### src/rtl/mc_controller.sv
// Multi-cycle control FSM for the shared 32-bit datapath (register file, ALU,
// unified memory, PC). Sequences FETCH/DECODE/EXEC/MEM/WB with a mem_ready
// wait-state handshake, counts retired instructions and halts on an illegal
// opcode until reset.
//
// Ports:
//   CLK, RST_N          clock (rising edge), async active-low reset
//   opcode, funct       IR[31:26], IR[5:0]; stable from DECODE until next FETCH
//   isZero              ALU zero flag
//   mem_ready           memory completes the current access this cycle
//   PCWr, IRWr, RegWr   PC / IR / register file write enables
//   MemRd, MemWr        memory read / write requests
//   IorD                memory address select (0 = PC, 1 = ALU result)
//   ALUSrcB, ALUCtrl    ALU operand B select and operation
//   RegDst, MemToReg    register write address / data selects
//   PCSel               next-PC source select
//   state, halted       debug state, HALT indicator
//   retired             retired-instruction count (wraps)
module mc_controller #(
  parameter int unsigned CNT_W    = 32,
  parameter int unsigned LINK_REG = 31
) (
  input  logic             CLK,
  input  logic             RST_N,
  input  logic [5:0]       opcode,
  input  logic [5:0]       funct,
  input  logic             isZero,
  input  logic             mem_ready,
  output logic             PCWr,
  output logic             IRWr,
  output logic             RegWr,
  output logic             MemRd,
  output logic             MemWr,
  output logic             IorD,
  output logic [1:0]       ALUSrcB,
  output logic [2:0]       ALUCtrl,
  output logic [1:0]       RegDst,
  output logic [1:0]       MemToReg,
  output logic [1:0]       PCSel,
  output logic [2:0]       state,
  output logic             halted,
  output logic [CNT_W-1:0] retired
);

  // RegDst = 2 selects LINK_REG in the datapath; it must be a 5-bit index.
  if (LINK_REG > 31) begin : g_link_chk
    $error("LINK_REG must be a valid register index (0..31)");
  end

  typedef enum logic [2:0] {
    StFetch  = 3'b000,
    StDecode = 3'b001,
    StExec   = 3'b010,
    StMem    = 3'b011,
    StWb     = 3'b100,
    StHalt   = 3'b111
  } state_e;

  localparam logic [5:0] OpR    = 6'h00;
  localparam logic [5:0] OpJ    = 6'h02;
  localparam logic [5:0] OpJal  = 6'h03;
  localparam logic [5:0] OpBeq  = 6'h04;
  localparam logic [5:0] OpBne  = 6'h05;
  localparam logic [5:0] OpAddi = 6'h08;
  localparam logic [5:0] OpXori = 6'h0E;
  localparam logic [5:0] OpLw   = 6'h23;
  localparam logic [5:0] OpSw   = 6'h2B;

  localparam logic [5:0] FnAdd = 6'h20;
  localparam logic [5:0] FnSub = 6'h22;
  localparam logic [5:0] FnSlt = 6'h2A;
  localparam logic [5:0] FnJr  = 6'h08;

  localparam logic [2:0] AluAdd = 3'b000;
  localparam logic [2:0] AluSub = 3'b001;
  localparam logic [2:0] AluXor = 3'b010;
  localparam logic [2:0] AluSlt = 3'b011;

  state_e           state_q, state_d;
  logic [CNT_W-1:0] retired_q;

  logic is_r, is_lw, is_sw, is_beq, is_bne, is_addi, is_xori, is_jr, r_ok, exec_ok;
  logic pc_wr, ir_wr, reg_wr, mem_rd, mem_wr;

  assign is_r    = (opcode == OpR);
  assign is_lw   = (opcode == OpLw);
  assign is_sw   = (opcode == OpSw);
  assign is_beq  = (opcode == OpBeq);
  assign is_bne  = (opcode == OpBne);
  assign is_addi = (opcode == OpAddi);
  assign is_xori = (opcode == OpXori);
  assign is_jr   = is_r && (funct == FnJr);
  assign r_ok    = (funct == FnAdd) || (funct == FnSub) || (funct == FnSlt) || (funct == FnJr);
  assign exec_ok = is_lw || is_sw || is_beq || is_bne || is_addi || is_xori || (is_r && r_ok);

  always_comb begin
    state_d  = state_q;
    pc_wr    = 1'b0;
    ir_wr    = 1'b0;
    reg_wr   = 1'b0;
    mem_rd   = 1'b0;
    mem_wr   = 1'b0;
    IorD     = 1'b0;
    ALUSrcB  = 2'd0;
    ALUCtrl  = AluAdd;
    RegDst   = 2'd0;
    MemToReg = 2'd0;
    PCSel    = 2'd0;
    unique case (state_q)
      StFetch: begin
        mem_rd  = 1'b1;
        ALUSrcB = 2'd3;
        if (mem_ready) begin
          ir_wr   = 1'b1;
          pc_wr   = 1'b1;
          state_d = StDecode;
        end
      end
      StDecode: begin
        if (opcode == OpJ) begin
          pc_wr   = 1'b1;
          PCSel   = 2'd2;
          state_d = StFetch;
        end else if (opcode == OpJal) begin
          reg_wr   = 1'b1;
          RegDst   = 2'd2;
          MemToReg = 2'd2;
          pc_wr    = 1'b1;
          PCSel    = 2'd2;
          state_d  = StFetch;
        end else if (exec_ok) begin
          state_d = StExec;
        end else begin
          state_d = StHalt;
        end
      end
      StExec: begin
        state_d = StWb;
        if (is_lw || is_sw || is_addi) begin
          ALUSrcB = 2'd1;
          if (!is_addi) state_d = StMem;
        end else if (is_xori) begin
          ALUCtrl = AluXor;
          ALUSrcB = 2'd2;
        end else if (is_beq || is_bne) begin
          ALUCtrl = AluSub;
          pc_wr   = is_beq ? isZero : !isZero;
          PCSel   = 2'd1;
          state_d = StFetch;
        end else if (is_jr) begin
          pc_wr   = 1'b1;
          PCSel   = 2'd3;
          state_d = StFetch;
        end else if (funct == FnSub) begin
          ALUCtrl = AluSub;
        end else if (funct == FnSlt) begin
          ALUCtrl = AluSlt;
        end
      end
      StMem: begin
        IorD    = 1'b1;
        ALUSrcB = 2'd1;
        mem_rd  = is_lw;
        // Write request stays up through waits; memory commits on mem_ready.
        mem_wr  = is_sw;
        if (mem_ready) state_d = is_lw ? StWb : StFetch;
      end
      StWb: begin
        reg_wr   = 1'b1;
        RegDst   = is_r ? 2'd1 : 2'd0;
        MemToReg = is_lw ? 2'd1 : 2'd0;
        state_d  = StFetch;
      end
      StHalt: ;
      default: state_d = StHalt;
    endcase
  end

  // Enables are gated by reset so an aborted instruction writes nothing.
  assign PCWr   = pc_wr & RST_N;
  assign IRWr   = ir_wr & RST_N;
  assign RegWr  = reg_wr & RST_N;
  assign MemRd  = mem_rd & RST_N;
  assign MemWr  = mem_wr & RST_N;
  assign state  = state_q;
  assign halted = (state_q == StHalt);
  assign retired = retired_q;

  always_ff @(posedge CLK or negedge RST_N) begin
    if (!RST_N) begin
      state_q   <= StFetch;
      retired_q <= '0;
    end else begin
      state_q <= state_d;
      if (state_d == StFetch && state_q != StFetch) retired_q <= retired_q + CNT_W'(1);
    end
  end

endmodule

### config.mk
export PLATFORM = sky130hd
export DESIGN_NAME = mc_controller
export DESIGN_NICKNAME = d
export VERILOG_FILES = /design/src/rtl/mc_controller.sv
export SDC_FILE = /design/constraint.sdc
export NUM_CORES = 1
export LEC_CHECK = 0
export BUFFER_PORTS_ARGS = -buffer_cell sky130_fd_sc_hd__buf_4
export CORE_ASPECT_RATIO = 1.25
export CORE_UTILIZATION = 52
export CTS_BUF_LIST = sky130_fd_sc_hd__clkbuf_8 sky130_fd_sc_hd__clkbuf_16
export DETAILED_ROUTE_END_ITERATION = 6
export PLACE_DENSITY = 0.92
export SETUP_SLACK_MARGIN = 0.15
export SKIP_CTS_REPAIR_TIMING = 1
export SLEW_MARGIN = 20
export SYNTH_ARGS = -nofsm -noshare
export SYNTH_HDL_FRONTEND = slang
export SYNTH_SLANG_ARGS = --single-unit
### constraint.sdc
create_clock -name CLK -period 2.12 [get_ports CLK]
set_input_delay 0.212 -clock CLK [delete_from_list [all_inputs] [get_ports CLK]]
set_output_delay 0.212 -clock CLK [all_outputs]
set_load 0.005 [all_outputs]
==> key figures <==
STA
  – WHS: -0.00781 ns
  – Final hold violation count: 20
  – Fin crit share: 0.997
  – RSZ-0062 raised after global routing: true
  – Setup TNS: 0 ns
  – Peak Freq: 473 MHz
  – Slew Limit Fails: 0
  – Post-layout min period: 2.11 ns
  – Endpoints failing setup: 0
  – Slew Limit Headroom: 0.661
  – Clock Skew: 0.0100 ns
  – Worst slew pin tran: 0.508 ns

Place
  – I/O Buffers: 67
  – HPWL Detailed: 4580 µm
  – Global placement routability congestion: 0.919

Synth
  – Top FF cell, synth: dfrtp_1
  – Asr flop ratio synth: 1.00
  – Distinct cells, synth: 58
  – Post-synthesis sequential area ratio: 0.370
  – Yosys warning count: 0
  – Synth Register Bits: 35
  – Post-synthesis cell count: 255
  – Post-synth EDFFs: 0
  – Mapped cell area: 2360 µm²
  – Mapped Nets: 272
  – Syn Area/Cell: 9.27 µm²

Worst setup path
  – Setup CP Type: reg -> reg
  – Crit path launch type: flip-flop
  – Critical R2R Capture: retired[11]
  – Crit-path max FO: 6
  – WP data arrival: 2.32 ns
  – R2R depth: 6
  – Flop2flop setup slack: 0.007 ns
  – Crit path capture type: flip-flop
  – R2R Path Start: state[0]
  – Worst EP required: 2.32 ns

Final layout
  – Share of cells above drive strength 1: 0.402
  – Ant diodes: 0
  – Filler Cells Inserted: 302
  – Fin nets: 359
  – Finished Core Util: 0.747
  – Most common cell after layout, fill and taps aside: buf_4
  – Area Overhead vs Synth: 38.8%
  – Most frequent cells in the layout: buf_4, dfrtp_1, nand4_1

Power
  – Max rail drop VDD: 509 µV
  – Internal power: 1.17 mW
  – Clock power share: 0.490
  – Pwr Density: 452 nW/µm²
  – Sw power: 0.316 mW
  – Switching share of power: 0.213
  – Combinational power share: 0.060
  – Leak pwr: 1.36 nW
  – Flop pwr share: 0.450

Route
  – Via count: 2441
  – Initial DRC Count: 261
  – Post-route ant nets: 0
  – Via/cell ratio: 6.09
  – Wirelength per Cell: 18.3 µm
  – # DRC: 0
  – Drt total wl: 7330 µm
  – Drt first pass iters: 4

Global route
  – Overflow after GRT: 0
  – Largest net degree at the start of global routing: 37
  – Initial antenna violation count: 0
  – Vias in the first global route: 2266
  – Total track usage: 0.285
  – First-pass GRT wire length: 10900 µm

CTS
  – Root Buffer: clkbuf_8
  – Clock-pin transition on the worst setup and hold timing paths: 0.08 ns
  – # H-tree levels: 2
  – Clock Latency Late Sink: 0.30 ns
  – CTS tree: built
  – Sink Count: 35
  – Clock buffer count from CTS: 5
  – CTS max path bufs: 2

Floorplanning
  – Die width: 62.3 µm
  – Die H: 77.4 µm
  – DIE AREA: 4820 µm²
  – Num rows: 27
  – # IOs: 69
  – Core ar.: 4390 µm²
  – Initial Util: 0.538

Status
  – Outcome: finished with violations
  – Failing checks: negative hold slack

Worst hold path
  – Worst hold path class: in -> async

Run
  – Max-cap violations: 0
==> worst max-delay path, stage by stage (launching register included) <==
cell	delay (ns)
dfrtp_2	0.43
nor2b_4	0.19
a41oi_1	0.21
o211a_2	0.37
buf_4	0.18
nor4b_2	0.38
xor2_1	0.25
==> cells in the mapped netlist (all sizes together) (5+ instances only) <==
library cell	n	area [µm²]
inv	7	26.3
dfrtp	35	876
nor2b	5	31.3
nor4	9	93.8
nand4	22	138
nand3	20	100
nor3	19	100
nor2	18	83.8
and3	8	50.1
buf	12	88.8
xnor2	19	174
nand2	16	60.1
xor2	13	114
==> flip-flops by register name, indices dropped and copies added (netlist names) <==
signal and flops:
retired 32, state 3
==> layer usage <==
layer	track usage	routed length, µm	part of all wire
met3	0.0574	547	0.075
met5	0	0	0
met2	0.465	3750	0.51
met1	0.358	2840	0.39
met4	0.147	206	0.028
==> per-stage QoR <==
step	total power, mW	instances	worst slack [ns]	hold WS (ns)	cell area, µm²
2_1_floorplan	0.722	255	0.209	-0.0836	2360
3_3_place_gp	0.764	378	0.181	0.317	2950
3_5_place_dp	0.765	378	0.119	0.323	2950
4_1_cts	1.48	386	0.0624	0.00849	3090
5_1_grt	1.52	401	-0.0162	0.0134	3280
6_report	1.48	401	0.00739	-0.00781	3280
==> how the worst max path moves through the flow <==
| stage | startpoint | to | slack (ns) | cells past startpoint |
|---|---|---|---|---|
| 3_5_place_dp | state[1] | retired[11] | 0.12 | 6 |
| 2_1_floorplan | state[2] | retired[6] | 0.21 | 6 |
| 6_report | state[0] | retired[11] | 0.007 | 6 |
| 3_3_place_gp | state[1] | retired[6] | 0.18 | 5 |
| 5_1_grt | state[1] | retired[11] | -0.02 | 6 |
| 4_1_cts | state[1] | retired[11] | 0.06 | 6 |
==> cells by family after synthesis <==
kind of cell             after synthesis  synth area share
AND/OR/NAND/NOR                      136             0.350
adder cells (fa/ha/maj)                1           0.00529
multiplexers                           2           0.00899
XOR/XNOR                              32             0.122
buffers and inverters                 23            0.0550
other                                  1           0.00159
flip-flops                            35             0.370
AO/OA/AOI/OAI                         25            0.0873
==> power by group through the flow <==
| stage | clock (mW) | sequential (mW) | combinational, mW |
|---|---|---|---|
| after CTS | 0.724 | 0.667 | 0.0861 |
| after detailed placement | 0 | 0.680 | 0.0848 |
| final | 0.727 | 0.667 | 0.0890 |
| after global placement | 0 | 0.680 | 0.0833 |
| after floorplan | 0 | 0.680 | 0.0416 |
| after global routing | 0.756 | 0.667 | 0.0980 |
==> area by class of cell <==
| type | count | area (µm²) | share of cell area |
|---|---|---|---|
| clock buffers | 5 | 68.8 | 0.0210 |
| clock inverters | 3 | 63.8 | 0.0194 |
| inverters | 7 | 26.3 | 0.00801 |
| multi-input cells | 197 | 1430 | 0.437 |
| flip-flops and latches | 35 | 883 | 0.269 |
| well taps | 58 | 72.6 | 0.0221 |
| repair buffers | 96 | 734 | 0.224 |
(Power assumes the default switching activity.)
